===== config.mk =====
export PLATFORM = sky130hd
export DESIGN_NAME = cache_mem_arbiter
export DESIGN_NICKNAME = d
export VERILOG_FILES = /design/src/rtl/cache_pkg.sv /design/src/rtl/cache_mem_arbiter_blk_addr_gen.sv /design/src/rtl/cache_mem_arbiter.sv
export SDC_FILE = /design/constraint.sdc
export NUM_CORES = 1
export LEC_CHECK = 0
export ABC_CLOCK_PERIOD_IN_PS = 4300
export CORE_MARGIN = 2
export CORE_UTILIZATION = 38
export CTS_BUF_LIST = sky130_fd_sc_hd__clkbuf_4 sky130_fd_sc_hd__clkbuf_8
export DETAILED_ROUTE_END_ITERATION = 8
export PLACE_DENSITY = 0.91
export SLEW_MARGIN = 20
export SYNTH_ARGS = -nofsm -noshare
export SYNTH_HDL_FRONTEND = slang
export SYNTH_HIERARCHICAL = 1
export SYNTH_SLANG_ARGS = --single-unit

===== constraint.sdc =====
create_clock -name clk -period 4.3 [get_ports clk]
set_input_delay 0.645 -clock clk [delete_from_list [all_inputs] [get_ports clk]]
set_output_delay 0.645 -clock clk [all_outputs]
set_load 0.01 [all_outputs]

===== src/rtl/cache_pkg.sv =====
`default_nettype none
// +----------------------------------------------------------------------------+
// | Module   : cache_pkg                                                       |
// | Purpose  : Shared encodings for the cache/memory arbiter: FSM state enum   |
// |            and fill-owner enum.                                            |
// | Ports    : none (package)                                                  |
// | Revision : 1.0  initial release                                            |
// +----------------------------------------------------------------------------+
package cache_pkg;

  typedef enum logic [2:0] {
    ST_IDLE  = 3'd0,
    ST_WRITE = 3'd1,
    ST_ISSUE = 3'd2,
    ST_DRAIN = 3'd3,
    ST_DONE  = 3'd4
  } arb_state_t;

  typedef enum logic {
    OWN_I = 1'b0,
    OWN_D = 1'b1
  } owner_t;

endpackage
`default_nettype wire


===== src/rtl/cache_mem_arbiter_blk_addr_gen.sv =====
`default_nettype none
// +----------------------------------------------------------------------------+
// | Module   : blk_addr_gen                                                    |
// | Purpose  : Block read address generator. Counts issued words while         |
// |            i_advance is high and forms base + 2*count (byte addressed,     |
// |            wrapping modulo 2^ADDR_W). Counter returns to 0 when idle.      |
// | Ports    : clk, rst_n        clock, async active-low reset                  |
// |            i_advance         high during each issue cycle                  |
// |            i_base            block base address                            |
// |            o_addr            current read address                          |
// |            o_last            current word is the last of the block         |
// | Revision : 1.0  initial release                                            |
// +----------------------------------------------------------------------------+
module blk_addr_gen #(
  parameter int ADDR_W    = 16,
  parameter int BLK_WORDS = 8
) (
  input  logic              clk,
  input  logic              rst_n,
  input  logic              i_advance,
  input  logic [ADDR_W-1:0] i_base,
  output logic [ADDR_W-1:0] o_addr,
  output logic              o_last
);

  localparam int c_CNT_W = $clog2(BLK_WORDS);

  logic [c_CNT_W-1:0] r_issue_cnt;
  logic [ADDR_W-1:0]  w_offset;

  // Power-of-two block size lets the counter wrap back to 0 on the last word.
  always_ff @(posedge clk or negedge rst_n) begin
    if (!rst_n) begin
      r_issue_cnt <= '0;
    end else if (i_advance) begin
      r_issue_cnt <= r_issue_cnt + c_CNT_W'(1);
    end else begin
      r_issue_cnt <= '0;
    end
  end

  assign w_offset = {{(ADDR_W - c_CNT_W - 1){1'b0}}, r_issue_cnt, 1'b0};
  assign o_addr   = i_base + w_offset;
  assign o_last   = (r_issue_cnt == {c_CNT_W{1'b1}});

endmodule
`default_nettype wire


===== src/rtl/cache_mem_arbiter.sv =====
`default_nettype none
// +----------------------------------------------------------------------------+
// | Module   : cache_mem_arbiter                                               |
// | Purpose  : Shares one memory port between I-cache block fills, D-cache     |
// |            block fills and D-cache write-through writes. Writes win in     |
// |            IDLE; fills read BLK_WORDS consecutive words and forward the    |
// |            returned data to the owning cache.                              |
// | Config   : ARB_ROUND_ROBIN_EN - when defined, simultaneous fill requests   |
// |            alternate between caches (D first after reset); otherwise the   |
// |            D-cache always wins.                                            |
// | Ports    : clk, rst_n                     clock, async active-low reset     |
// |            i_miss_req/i_miss_addr         I-cache fill request             |
// |            d_miss_req/d_miss_addr         D-cache fill request             |
// |            d_wr_req/addr/data, d_wr_ack   write-through request / issued   |
// |            mem_enable/wr/addr/data_out    memory command port              |
// |            mem_data_in/mem_data_valid     memory read return               |
// |            fill_data, *_fill_valid,       forwarded fill word              |
// |            fill_word_num, *_fill_done     word index / block complete      |
// | Revision : 1.0  initial release                                            |
// +----------------------------------------------------------------------------+
module cache_mem_arbiter
  import cache_pkg::*;
#(
  parameter int ADDR_W    = 16,
  parameter int DATA_W    = 16,
  parameter int BLK_WORDS = 8,
  parameter int MEM_LAT   = 4
) (
  input  logic                         clk,
  input  logic                         rst_n,
  input  logic                         i_miss_req,
  input  logic [ADDR_W-1:0]            i_miss_addr,
  input  logic                         d_miss_req,
  input  logic [ADDR_W-1:0]            d_miss_addr,
  input  logic                         d_wr_req,
  input  logic [ADDR_W-1:0]            d_wr_addr,
  input  logic [DATA_W-1:0]            d_wr_data,
  output logic                         d_wr_ack,
  output logic                         mem_enable,
  output logic                         mem_wr,
  output logic [ADDR_W-1:0]            mem_addr,
  output logic [DATA_W-1:0]            mem_data_out,
  input  logic [DATA_W-1:0]            mem_data_in,
  input  logic                         mem_data_valid,
  output logic [DATA_W-1:0]            fill_data,
  output logic                         i_fill_valid,
  output logic                         d_fill_valid,
  output logic [$clog2(BLK_WORDS)-1:0] fill_word_num,
  output logic                         i_fill_done,
  output logic                         d_fill_done
);

  localparam int c_CNT_W = $clog2(BLK_WORDS);
  // Base clears one bit more than the word index because words are 2 bytes.
  localparam logic [ADDR_W-1:0] c_OFF_MASK = ADDR_W'(2 * BLK_WORDS - 1);

  if ((BLK_WORDS < 2) || ((BLK_WORDS & (BLK_WORDS - 1)) != 0) || (MEM_LAT < 1))
  begin : g_param_check
    $error("cache_mem_arbiter: BLK_WORDS must be a power of 2 >= 2, MEM_LAT >= 1");
  end

  arb_state_t         r_state;
  arb_state_t         w_state_nxt;
  owner_t             r_owner;
  owner_t             w_pick;
  logic [ADDR_W-1:0]  r_base;
  logic [ADDR_W-1:0]  w_miss_addr;
  logic [c_CNT_W-1:0] r_recv_cnt;
  logic               w_grant;
  logic               w_fill_fire;
  logic               w_recv_last;
  logic [ADDR_W-1:0]  w_gen_addr;
  logic               w_gen_last;

  // Arbitration between the two fill requesters.
`ifdef ARB_ROUND_ROBIN_EN
  owner_t r_last_grant;
  logic   w_both;

  assign w_both = i_miss_req && d_miss_req;
  assign w_pick = w_both ? ((r_last_grant == OWN_I) ? OWN_D : OWN_I)
                         : (d_miss_req ? OWN_D : OWN_I);

  // Only contested grants move the pointer, so a lone request never skews it.
  always_ff @(posedge clk or negedge rst_n) begin
    if (!rst_n) begin
      r_last_grant <= OWN_I;
    end else if (w_grant && w_both) begin
      r_last_grant <= w_pick;
    end
  end
`else
  assign w_pick = d_miss_req ? OWN_D : OWN_I;
`endif

  assign w_miss_addr = (w_pick == OWN_D) ? d_miss_addr : i_miss_addr;

  blk_addr_gen #(
    .ADDR_W    (ADDR_W),
    .BLK_WORDS (BLK_WORDS)
  ) u_blk_addr_gen (
    .clk       (clk),
    .rst_n     (rst_n),
    .i_advance (r_state == ST_ISSUE),
    .i_base    (r_base),
    .o_addr    (w_gen_addr),
    .o_last    (w_gen_last)
  );

  // Read returns are only meaningful while a fill is outstanding; anything
  // else (including valids from a fill killed by reset) is dropped.
  assign w_fill_fire   = mem_data_valid && ((r_state == ST_ISSUE) || (r_state == ST_DRAIN));
  assign w_recv_last   = (r_recv_cnt == c_CNT_W'(BLK_WORDS - 1));
  assign fill_data     = w_fill_fire ? mem_data_in : '0;
  assign fill_word_num = w_fill_fire ? r_recv_cnt : '0;
  assign i_fill_valid  = w_fill_fire && (r_owner == OWN_I);
  assign d_fill_valid  = w_fill_fire && (r_owner == OWN_D);

  always_ff @(posedge clk or negedge rst_n) begin
    if (!rst_n) begin
      r_state    <= ST_IDLE;
      r_owner    <= OWN_D;
      r_base     <= '0;
      r_recv_cnt <= '0;
    end else begin
      r_state <= w_state_nxt;
      if (w_grant) begin
        r_owner    <= w_pick;
        r_base     <= w_miss_addr & ~c_OFF_MASK;
        r_recv_cnt <= '0;
      end else if (w_fill_fire) begin
        r_recv_cnt <= r_recv_cnt + c_CNT_W'(1);
      end
    end
  end

  always_comb begin
    w_state_nxt  = r_state;
    w_grant      = 1'b0;
    mem_enable   = 1'b0;
    mem_wr       = 1'b0;
    mem_addr     = '0;
    mem_data_out = '0;
    d_wr_ack     = 1'b0;
    i_fill_done  = 1'b0;
    d_fill_done  = 1'b0;
    case (r_state)
      ST_IDLE: begin
        if (d_wr_req) begin
          w_state_nxt = ST_WRITE;
        end else if (i_miss_req || d_miss_req) begin
          w_grant     = 1'b1;
          w_state_nxt = ST_ISSUE;
        end
      end
      ST_WRITE: begin
        mem_enable   = 1'b1;
        mem_wr       = 1'b1;
        mem_addr     = d_wr_addr;
        mem_data_out = d_wr_data;
        d_wr_ack     = 1'b1;
        w_state_nxt  = ST_IDLE;
      end
      ST_ISSUE: begin
        mem_enable = 1'b1;
        mem_addr   = w_gen_addr;
        if (w_gen_last) begin
          w_state_nxt = ST_DRAIN;
        end
      end
      ST_DRAIN: begin
        if (w_fill_fire && w_recv_last) begin
          w_state_nxt = ST_DONE;
        end
      end
      ST_DONE: begin
        i_fill_done = (r_owner == OWN_I);
        d_fill_done = (r_owner == OWN_D);
        w_state_nxt = ST_IDLE;
      end
      default: begin
        w_state_nxt = ST_IDLE;
      end
    endcase
  end

endmodule
`default_nettype wire


==> results.txt, run 1 <==
----------------------------------------------------
[Pwr]
  Sequential share of power ... between 20% and 30%
  LEAKAGE ... 1.36 nW
  Power density normalized to cell area ... about 500 mW/mm^2
  Relative contribution of combinational cells to total power ... 65.8%
  Total power draw ... about 1.7 mW
  Switching power summed over all nets ... roughly 0.61 mW
  Internal Power ... 1.06 mW
  Switching power share of the total ... between 30 and 40%
  Peak supply drop ... 0.000269 V
  Clock network fraction of design power ... 8.7%

[Layout]
  Growth of design area from synthesis to finish ... 74.6%
  Fraction of layout cells with a size suffix above 1 ... between 10% and 20%
  Final core utilization ... a little over two thirds
  Filler cell count in the final layout ... between 300 and 400
  Final Instance Area ... between 0.003 and 0.004 sq mm
  Antenna cell count ... 0
  Count of placed standard cells in the final layout, fillers left out ... approximately 380
  Final-stage net count ... between 400 and 500

[Routing]
  Vias per cell ... around 4.7
  Number of DRC markers in iteration 0 ... 108
  Post-DR wirelength/cell ... 14.2 um
  Final routed wirelength across all metal layers ... 5440 um
  TritonRoute pass-1 iters ... 4
  Post-DRT Antenna Nets ... 0
  Detailed-route via count ... between 1.5k and 2k
  Remaining design rule violation count ... 0

[Logic synthesis]
  Sequential area share after synthesis ... 28.9%
  Yosys warning count ... 6
  Post-synthesis cell area ... approximately 0.0019 sq mm
  Number of synthesized register bits ... 22
  Synthesized area per cell ... about 10 sq um
  Count of flip-flops with a built-in enable after synthesis ... 0
  Async S/R FF share, synth ... between 90% and 100%
  Post-synth cell types ... 39
  Cells after Synth ... around 190
  Commonest register cell after synthesis ... dfrtp_1

[Die]
  Die boundary height ... 74.9 um
  Number of cell rows ... 25
  Area enclosed by the die boundary ... 0.00560 sq mm
  Die width ... 74.9 um
  Total I/O pin count ... approximately 140
  Initial cell density of the core ... approximately two fifths
  Core region area ... between 0.004 and 0.005 sq mm

[STA]
  Post-route fraction of the period consumed by the critical path ... approximately three quarters
  Sum of negative setup slack ... 0 ns
  Worst Hold Slack ... around 0.34 ns
  Worst setup skew after layout ... a little under 0.007 ns
  Final critical-path setup slack ... about 1.1 ns
  Setup-failing EPs final ... 0
  Final-report hold violation count ... 0
  Tightest Pin Transition ... roughly 0.86 ns
  Peak Freq ... around 310 MHz
  Crit path time final ... around 3.2 ns
  Number of slew-limit violations in the final report ... 0
  Tightest slew margin relative to the limit ... a little over two fifths
  Setup repair after global routing missed its margin ... false

[Worst hold path]
  Tightest Hold Check Type ... in2async

[Worst setup path]
  Element type at the critical path start ... input pin
  CP required ... 3.65 ns
  Arr. time, crit path ... ~2.6 ns
  Crit Path Category ... in2out
  Worst-path fanout max ... 25
  Critical path endpoint category ... output port

[Clock tree]
  Number of setup buffers added after CTS ... 0
  Root buf cell ... clkbuf_8
  Hold Buf Count CTS ... 0
  Total of cells resized after clock tree synthesis ... 0
  Clock Path Buffers ... 2
  TritonCTS buffer count ... 3
  TritonCTS clock tree ... yes
  Num Clock Sinks ... 22
  Worst-Skew Late Latency ... around 0.26 ns
  H-tree lvl count ... 1
  Clock-pin slew reported for the worst setup and hold paths after clock tree synthesis ... ~0.080 ns

[Global route]
  Pin count of the biggest net entering global routing ... 36
  First-pass GRT wire length ... 8400 um
  GR Overflow Total ... 0
  Combined global-route utilization of all metal layers ... between 10% and 20%
  Initial antenna violation count ... 0
  Number of global-route vias before repair ... between 1.5k and 2k

[Placed design]
  Worst setup slack before clock tree synthesis ... between 1 and 1.5 ns
  Placed instance count ... between 300 and 400
  Port-buffer cells ... 135
  Routability congestion estimate from global placement ... ~0.73
  DPL Wire Length ... approximately 4400 um
  Placed cell areas ... 0.00328 sq mm

[Run status]
  Outcome ... complete, no violations

[Job]
  Max-Cap Viols ... 0

----------------------------------------------------
-- registers in the layout, summed over array words and instances (netlist names) --
register	count
r_recv_cnt	3
u_blk_addr_gen/r_issue_cnt	3
r_base	12
r_owner	1
r_state	3
-- cells by family (layout without fill, tap and decap cells) --
| family | after synthesis | after routing | synth area share (%) |
|---|---|---|---|
| AND/OR/NAND/NOR | 76 | 76 | 26.4 |
| multiplexers | 26 | 26 | 16.6 |
| AO/OA/AOI/OAI | 24 | 24 | 11.0 |
| flip-flops | 22 | 22 | 28.9 |
| XOR/XNOR | 14 | 14 | 6.43 |
| buffers and inverters | 14 | 140 | 4.79 |
| adder cells (fa/ha/maj) | 8 | 8 | 5.64 |
| other | 1 | 5 | 0.197 |
-- Yosys cell counts (5+ instances only) --
cell / n / share of area, %
mux2_4: 7 / 5.5
and2_1: 38 / 12
nor2_1: 9 / 1.8
a22o_1: 17 / 7.8
buf_2: 6 / 1.6
xnor2_1: 6 / 2.8
ha_1: 7 / 4.6
mux2_2: 17 / 10
dfrtp_1: 21 / 28
xor2_1: 8 / 3.7
nand2_1: 5 / 0.98
-- layout make-up --
type | instances | area [sq um] | share of cell area, %
Tap cell | 67 | 83.8 | 2.52
Clock buffer | 4 | 55.1 | 1.65
Timing Repair Buffer | 136 | 1350 | 40.6
Sequential cell | 22 | 552 | 16.6
Multi-Input combinational cell | 153 | 1290 | 38.6
-- power groups by stage --
stage	Clock (mW)	Sequential [mW]	Combinational [mW]
finish	0.145	0.423	1.10
global route	0.161	0.441	1.19
CTS	0.149	0.423	1.10
detailed placement	0	0.428	1.09
global placement	0	0.418	1.07
floorplan	0	0.384	0.637
-- worst max-delay path, cell delays in order --
cell	delay [ns]
clkdlybuf4s50_1	0.47
and3b_1	0.63
and2_1	0.24
clkdlybuf4s50_1	0.57
-- placed cells by master, fill, tap and decap left out --
| master | n |
|---|---|
| nand3_2 | 1 |
| conb_1 | 5 |
| mux2_2 | 17 |
| dfstp_2 | 1 |
| buf_4 | 1 |
| nand3_1 | 4 |
| nor2b_1 | 2 |
| a22o_1 | 17 |
| or2_2 | 1 |
| and3b_1 | 1 |
| buf_2 | 1 |
| dfrtp_1 | 21 |
| xor2_1 | 8 |
| clkdlybuf4s50_1 | 134 |
| nor2_1 | 9 |
| nor3b_1 | 1 |
| a21oi_1 | 2 |
| o31ai_1 | 1 |
| nand3b_1 | 1 |
| mux2_4 | 7 |
| or2b_1 | 1 |
| and3_1 | 4 |
| clkbuf_8 | 4 |
| o21a_4 | 1 |
| nor3_2 | 1 |
| mux2i_1 | 2 |
| o21ai_0 | 1 |
| fa_1 | 1 |
| and2_1 | 38 |
| ha_1 | 7 |
| a21oi_4 | 1 |
| nor3b_4 | 2 |
| a21o_1 | 1 |
| nand2_1 | 5 |
| nor4_4 | 1 |
| or2_4 | 1 |
| xnor2_1 | 6 |
| nor3b_2 | 3 |
-- routing by layer --
layer | track usage, % | wire (um)
met2 | 33.7 | 2900
met4 | 4.56 | 83
met5 | 0 | 0
met1 | 25.4 | 2210
met3 | 3.48 | 237
-- worst paths after layout --
path	from	end	slack [ns]	cells after the start
min in group clk	u_blk_addr_gen/r_issue_cnt[0]$_DFF_PN0_	u_blk_addr_gen/r_issue_cnt[0]$_DFF_PN0_	0.49	1
max reg2reg	r_state[2]$_DFFE_PN0P_	r_base[7]$_DFFE_PN0P_	2.55	3
min	rst_n	u_blk_addr_gen/r_issue_cnt[1]$_DFF_PN0_	0.34	1
max	mem_data_valid	fill_word_num[2]	1.10	4
max in group asynchronous	rst_n	r_owner$_DFFE_PN1P_	3.60	1
min reg2reg	u_blk_addr_gen/r_issue_cnt[0]$_DFF_PN0_	u_blk_addr_gen/r_issue_cnt[0]$_DFF_PN0_	0.49	1
(Power assumes the default switching activity.)
==> run 2: changes to the inputs <==
- ABC_CLOCK_PERIOD_IN_PS: 4300 -> 2700
- CORE_UTILIZATION: 38 -> 32
- PLACE_DENSITY: 0.91 -> 0.82
- clock period: 4.3 -> 2.7 ns (I/O delays scaled with it)
==> results.txt, run 2 (synthesis gave the netlist of run 1 again) <==
----------------------------------------------------
[Run status]
  Outcome ... complete, no violations (unchanged)

[Layout]
  Largest reg by FF count ... r_base (unchanged)
  Filler cell count in the final layout ... 522 (was 369)
  Fraction of layout cells with a size suffix above 1 ... 14.4% (was 13.7%)
  Final Instance Area ... 0.00338 sq mm (was 0.00333 sq mm)
  Commonest non-fill, non-tap cells in the layout ... clkdlybuf4s50_1 (135), and2_1 (38), dfrtp_1 (21) (was clkdlybuf4s50_1 (134), and2_1 (38), dfrtp_1 (21))
  Most common cell after layout, fill and taps aside ... clkdlybuf4s50_1 (unchanged)
  Final-stage net count ... 414 (was 410)
  Growth of design area from synthesis to finish ... 76.9% (was 74.6%)
  Number of flip-flops under the largest register name ... 12 (unchanged)
  Antenna cell count ... 0 (unchanged)

[Placed design]
  DPL Wire Length ... 4240 um (was 4420 um)
  Routability congestion estimate from global placement ... 0.801 (was 0.729)
  Port-buffer cells ... 135 (unchanged)
  Placed cell areas ... 0.00332 sq mm (was 0.00328 sq mm)

[STA]
  Setup repair after global routing missed its margin ... false (unchanged)
  Crit path time final ... about 2.5 ns
  Worst Hold Slack ... 0.470 ns (was 0.342 ns)
  Post-route fraction of the period consumed by the critical path ... 93.8%
  Worst setup skew after layout ... 0.00742 ns (was 0.00675 ns)
  Final-report hold violation count ... 0 (unchanged)
  Peak Freq ... roughly 390 MHz
  Number of slew-limit violations in the final report ... 0 (unchanged)
  Sum of negative setup slack ... 0 ns (unchanged)
  Setup-failing EPs final ... 0 (unchanged)

[Worst setup path]
  Critical Path, Cell by Cell ... nor3b_4, buf_4, a22o_1, clkdlybuf4s50_1 (was clkdlybuf4s50_1, and3b_1, and2_1, clkdlybuf4s50_1)
  Arr. time, crit path ... 2.13 ns (was 2.56 ns)
  Crit Path Category ... reg2out (was in2out)
  Critical path endpoint category ... output port (unchanged)
  Slowest Stage Delay on Critical Path ... 0.55 ns (was 0.63 ns)
  Worst-path fanout max ... 35 (was 25)
  CP required ... 2.30 ns (was 3.65 ns)
  Worst-path cell with the longest stage delay ... dfrtp_1 (was and3b_1)
  Element type at the critical path start ... flop (was input pin)

[Pwr]
  Peak supply drop ... 0.000414 V (was 0.000269 V)
  LEAKAGE ... 1.38 nW (was 1.36 nW)
  Relative contribution of combinational cells to total power ... 65.9% (was 65.8%)
  Switching power share of the total ... 36.2% (was 36.6%)
  Clock network fraction of design power ... 8.9% (was 8.7%)
  Sequential share of power ... 25.2% (was 25.4%)
  Switching power summed over all nets ... 0.965 mW (was 0.609 mW)
  Power density normalized to cell area ... 790 mW/mm^2 (was 500 mW/mm^2)
  Internal Power ... 1.70 mW (was 1.06 mW)
  Total power draw ... 2.67 mW (was 1.66 mW)

[Die]
  Die boundary height ... 81.2 um (was 74.9 um)
  Total I/O pin count ... 144 (unchanged)
  Area enclosed by the die boundary ... 0.00660 sq mm (was 0.00560 sq mm)
  Number of cell rows ... 28 (was 25)
  Die width ... 81.2 um (was 74.9 um)
  Initial cell density of the core ... 32.6% (was 39.9%)
  Core region area ... 0.00585 sq mm (was 0.00479 sq mm)

[Routing]
  Post-DRT Antenna Nets ... 0 (unchanged)
  Detailed-route via count ... 1812 (was 1793)
  Remaining design rule violation count ... 0 (unchanged)
  Number of DRC markers in iteration 0 ... 38 (was 108)
  Final routed wirelength across all metal layers ... 5150 um (was 5440 um)
  TritonRoute pass-1 iters ... 4 (unchanged)
  Post-DR wirelength/cell ... 13.1 um (was 14.2 um)
  Vias per cell ... 4.60 (was 4.69)

[Global route]
  Pin count of the biggest net entering global routing ... 36 (unchanged)
  Number of global-route vias before repair ... 1750 (was 1721)
  Combined global-route utilization of all metal layers ... 15.6% (was 19.5%)
  Initial antenna violation count ... 0 (unchanged)
  GR Overflow Total ... 0 (unchanged)
  First-pass GRT wire length ... 8030 um (was 8400 um)

[Clock tree]
  TritonCTS buffer count ... 3 (unchanged)
  Worst-Skew Late Latency ... 0.26 ns (about the same)
  Num Clock Sinks ... 22 (unchanged)
  Clock-pin slew reported for the worst setup and hold paths after clock tree synthesis ... 0.08 ns (about the same)
  TritonCTS clock tree ... yes (unchanged)
  Root buf cell ... clkbuf_8 (unchanged)
  H-tree lvl count ... 1 (unchanged)
  Clock Path Buffers ... 2 (unchanged)
  Hold Buf Count CTS ... 0 (unchanged)
  Total of cells resized after clock tree synthesis ... 0 (unchanged)
  Number of setup buffers added after CTS ... 0 (unchanged)

[Job]
  Max-Cap Viols ... 0 (unchanged)

[Worst hold path]
  Tightest Hold Check Type ... reg2reg (was in2async)

----------------------------------------------------
[run 2: cell count changes in the layout (fill, tap and decap cells not counted)]
| cell | delta |
|---|---|
| clkdlybuf4s50_1 | +1 |
| buf_2 | -1 |
| buf_4 | +4 |
[run 2: final timing paths]
kind / start / to / slack (ns) / depth (start not counted)
setup / recovery: r_state[0]$_DFFE_PN0P_ / mem_addr[10] / 0.17 / 4
hold / removal: u_blk_addr_gen/r_issue_cnt[0]$_DFF_PN0_ / u_blk_addr_gen/r_issue_cnt[0]$_DFF_PN0_ / 0.47 / 1
setup reg to reg: r_state[2]$_DFFE_PN0P_ / r_base[5]$_DFFE_PN0P_ / 0.96 / 3
hold reg to reg: u_blk_addr_gen/r_issue_cnt[0]$_DFF_PN0_ / u_blk_addr_gen/r_issue_cnt[0]$_DFF_PN0_ / 0.47 / 1
max in group asynchronous: rst_n / r_owner$_DFFE_PN1P_ / 1.93 / 2
min in group asynchronous: rst_n / r_base[6]$_DFFE_PN0P_ / 0.49 / 2
[run 2: power by group through the flow]
stage	logic, mW	clock network [mW]	registers, mW
after global routing	1.93	0.253	0.700
after floorplan	1.01	0	0.612
after detailed placement	1.76	0	0.682
after CTS	1.77	0.243	0.675
after global placement	1.73	0	0.669
final	1.76	0.236	0.673
[run 2: layout make-up]
class | count | area [sq um] | share of cell area, %
Multi-Input combinational cell | 153 | 1290 | 38.1
Tap cell | 75 | 93.8 | 2.78
Timing Repair Buffer | 140 | 1390 | 41.1
Sequential cell | 22 | 552 | 16.3
Clock buffer | 4 | 55.1 | 1.63
[run 2: worst max-delay path: cells and delay by family (launching register included)]
kind,cells,cell delay [ns]
buffers and inverters,2,0.86
AO/OA/AOI/OAI,1,0.20
AND/OR/NAND/NOR,1,0.23
flip-flops,1,0.55
[run 2: routing by layer]
layer  vias to the layer above  part of all wire, %  routed length [um]  global-route usage [%]
li1                        901                    -                   -                       -
met1                       829                   38                1950                    17.1
met2                        80                   52                2680                    29.4
met3                         2                  9.7                 502                    4.78
met4                         0                 0.33                  17                    3.05
met5                         -                    0                   0                       0
[run 2: through the flow]
step	cells	setup WS, ns	utilization [%]
after floorplan	189	1.05	-
after global placement	390	0.336	56.8
after detailed placement	390	0.310	56.8
after CTS	394	0.148	57.7
after global routing	394	0.0330	57.7
final	394	0.167	57.7
==> run 3: changes to the inputs <==
- ABC_AREA: not set -> 1
- ABC_CLOCK_PERIOD_IN_PS: 2700 -> 3300
- CORE_UTILIZATION: 32 -> 40
- GPL_ROUTABILITY_DRIVEN: not set -> 1
- PLACE_DENSITY: 0.82 -> 0.91
- clock period: 2.7 -> 3.3 ns (I/O delays scaled with it)
==> results.txt, run 3 <==
----------------------------------------------------
[Layout]
  Number of flip-flops under the largest register name ... 12 (unchanged)
  Growth of design area from synthesis to finish ... 67.4% (was 76.9%)
  Commonest non-fill, non-tap cells in the layout ... clkdlybuf4s50_1 (134), nand2_1 (120), inv_1 (59) (was clkdlybuf4s50_1 (135), and2_1 (38), dfrtp_1 (21))
  Most common cell after layout, fill and taps aside ... clkdlybuf4s50_1 (unchanged)
  Final-stage net count ... 577 (was 414)
  Fraction of layout cells with a size suffix above 1 ... 6.85% (was 14.4%)
  Antenna cell count ... 0 (unchanged)
  Largest reg by FF count ... r_base (unchanged)

[Logic synthesis]
  Yosys warning count ... 6 (unchanged)
  Most frequently used cell type in the post-synthesis netlist ... nand2_1 (was and2_1)
  Cells after Synth ... 350 (was 185)
  Post-synth cell types ... 31 (was 39)
  Count of flip-flops with a built-in enable after synthesis ... 0 (unchanged)
  Synthesized area per cell ... 6.07 sq um (was 10.3 sq um)
  Sequential area share after synthesis ... 26.0% (was 28.9%)
  Post-synthesis cell area ... 0.00212 sq mm (was 0.00191 sq mm)
  Async S/R FF share, synth ... 100% (unchanged)
  Number of synthesized register bits ... 22 (unchanged)
  Proportion of netlist area held by the largest area contributor ... 24.7% (was 27.5%)
  Commonest register cell after synthesis ... dfrtp_1 (unchanged)
  Top cells by area, synth ... dfrtp_1 (25%), nand2_1 (21%), inv_1 (10%), nor2_1 (8.7%), o211ai_1 (4.2%) (was dfrtp_1 (28%), and2_1 (12%), mux2_2 (10%), a22o_1 (7.8%), mux2_4 (5.5%))
  Top cell types by occurrence after synthesis ... nand2_1 (120), inv_1 (59), nor2_1 (49) (was and2_1 (38), dfrtp_1 (21), a22o_1 (17), mux2_2 (17), nor2_1 (9))
  Most area-hungry cell type in the Yosys netlist ... dfrtp_1 (unchanged)

[Die]
  Number of cell rows ... 26 (was 28)
  Initial cell density of the core ... 41.6% (was 32.6%)
  Area enclosed by the die boundary ... 0.00591 sq mm (was 0.00660 sq mm)
  Die boundary height ... 76.9 um (was 81.2 um)
  Total I/O pin count ... 144 (unchanged)
  Core region area ... 0.00511 sq mm (was 0.00585 sq mm)
  Die width ... 76.9 um (was 81.2 um)

[Pwr]
  Total power draw ... 2.09 mW (was 2.67 mW)
  Power density normalized to cell area ... 586 mW/mm^2 (was 790 mW/mm^2)
  LEAKAGE ... 1.80 nW (was 1.38 nW)
  Peak supply drop ... 0.000326 V (was 0.000414 V)

[Worst setup path]
  Arr. time, crit path ... 2.24 ns (was 2.13 ns)
  Element type at the critical path start ... input pin (was flop)
  Slowest Stage Delay on Critical Path ... 0.57 ns (was 0.55 ns)
  Worst-path fanout max ... 24 (was 35)
  Crit path buf inv count ... 2 (unchanged)
  Worst-path cell with the longest stage delay ... clkdlybuf4s50_1 (was dfrtp_1)
  Crit Path Category ... in2out (was reg2out)
  CP most frequent cell ... clkdlybuf4s50_1
  Critical Path, Cell by Cell ... clkdlybuf4s50_1, nand2_1, nor2_1, clkdlybuf4s50_1 (was nor3b_4, buf_4, a22o_1, clkdlybuf4s50_1)
  Cell family contributing the most delay on the critical path ... buffers and inverters (unchanged)
  Critical path endpoint category ... output port (unchanged)
  CP required ... 2.80 ns (was 2.30 ns)

[Job]
  Max-Cap Viols ... 0 (unchanged)

[Placed design]
  Routability congestion estimate from global placement ... 0.923 (was 0.801)
  Port-buffer cells ... 135 (unchanged)
  DPL Wire Length ... 5210 um (was 4240 um)
  Worst setup slack before clock tree synthesis ... 0.558 ns (was 0.310 ns)

[STA]
  Tightest Pin Transition ... just under 0.7 ns
  Number of slew-limit violations in the final report ... 0 (unchanged)
  Setup-failing EPs final ... 0 (unchanged)
  Final-report hold violation count ... 0 (unchanged)
  Worst Hold Slack ... 0.190 ns (was 0.470 ns)
  Tightest slew margin relative to the limit ... between 50% and 60%
  Setup repair after global routing missed its margin ... false (unchanged)
  Crit path time final ... 2.74 ns
  Final critical-path setup slack ... 0.564 ns (was 0.167 ns)
  Post-route fraction of the period consumed by the critical path ... around 83%
  Peak Freq ... about 370 MHz
  Sum of negative setup slack ... 0 ns (unchanged)
  Worst setup skew after layout ... 0.00168 ns (was 0.00742 ns)

[Clock tree]
  Num Clock Sinks ... 22 (unchanged)
  Total of cells resized after clock tree synthesis ... 0 (unchanged)
  Hold Buf Count CTS ... 0 (unchanged)
  TritonCTS buffer count ... 3 (unchanged)
  Clock Path Buffers ... 2 (unchanged)
  Root buf cell ... clkbuf_8 (unchanged)
  Worst-Skew Late Latency ... 0.26 ns (about the same)
  Clock-pin slew reported for the worst setup and hold paths after clock tree synthesis ... 0.07 ns (was 0.08 ns)
  TritonCTS clock tree ... yes (unchanged)
  H-tree lvl count ... 1 (unchanged)
  Number of setup buffers added after CTS ... 0 (unchanged)

[Global route]
  Combined global-route utilization of all metal layers ... 21.6% (was 15.6%)
  Pin count of the biggest net entering global routing ... 25 (was 36)
  First-pass GRT wire length ... 10900 um (was 8030 um)
  Number of global-route vias before repair ... 2420 (was 1750)
  GR Overflow Total ... 0 (unchanged)
  Initial antenna violation count ... 0 (unchanged)

[Run status]
  Outcome ... complete, no violations (unchanged)

[Routing]
  Remaining design rule violation count ... 0 (unchanged)
  Final routed wirelength across all metal layers ... 6250 um (was 5150 um)
  Post-DRT Antenna Nets ... 0 (unchanged)
  Vias per cell ... 4.59 (was 4.60)
  Number of DRC markers in iteration 0 ... 95 (was 38)
  Detailed-route via count ... 2535 (was 1812)
  Post-DR wirelength/cell ... 11.3 um (was 13.1 um)
  TritonRoute pass-1 iters ... 4 (unchanged)

[Worst hold path]
  Tightest Hold Check Type ... in2async (was reg2reg)

----------------------------------------------------
==> run 3: final timing paths <==
check                                                        start                                 endpoint  slack (ns)  depth (start not counted)
max                                                 mem_data_valid                             fill_data[8]        0.56                          4
min                                                          rst_n                   r_base[10]$_DFFE_PN0P_        0.19                          1
max reg2reg                                 r_state[2]$_DFFE_PN0P_                r_recv_cnt[0]$_DFFE_PN0P_        1.65                          4
min reg2reg                u_blk_addr_gen/r_issue_cnt[0]$_DFF_PN0_  u_blk_addr_gen/r_issue_cnt[0]$_DFF_PN0_        0.46                          1
max in group asynchronous                                    rst_n                      r_owner$_DFFE_PN1P_        2.75                          1
min in group clk           u_blk_addr_gen/r_issue_cnt[0]$_DFF_PN0_  u_blk_addr_gen/r_issue_cnt[0]$_DFF_PN0_        0.46                          1
==> run 3: cell type report <==
type	instances	area, sq um
repair buffers	135	1350
flip-flops and latches	22	552
clock buffers	4	55.1
fillers	442	1550
well taps	70	87.6
inverters	64	240
multi-input cells	257	1270
==> run 3: report_power, final <==
group	leakage [nW]	internal [mW]	switching (mW)	total (mW)
clock network	0.0288	0.106	0.0842	0.191
registers	0.273	0.391	0.158	0.549
logic	1.50	0.657	0.688	1.35
total	1.80	1.15	0.931	2.09
==> run 3: cell families after synthesis <==
| logic type | after synthesis | synth area share [%] |
|---|---|---|
| fa+ha+maj | 8 | 5.06 |
| buf+inv | 75 | 14.7 |
| compound gates | 21 | 6.66 |
| simple gates | 218 | 45.3 |
| flops | 22 | 26.0 |
| other cells | 1 | 0.177 |
| xor+xnor | 5 | 2.06 |
==> run 3: metrics by stage <==
step           cells  util [%]  area [sq um]
5_1_grt          552      69.6          3560
3_3_place_gp     548      68.6          3510
2_1_floorplan    354         -          2140
3_5_place_dp     548      68.6          3510
6_report         552      69.6          3560
4_1_cts          552      69.7          3560
==> run 3: per-layer routing <==
layer | wire, um | vias to the layer above | track usage (%) | part of all wire, %
li1 | - | 1310 | - | -
met1 | 2520 | 1110 | 26.6 | 40
met2 | 3160 | 105 | 38.6 | 51
met3 | 501 | 10 | 4.71 | 8.0
met4 | 65 | 0 | 4.18 | 1.0
met5 | 0 | - | 0 | 0
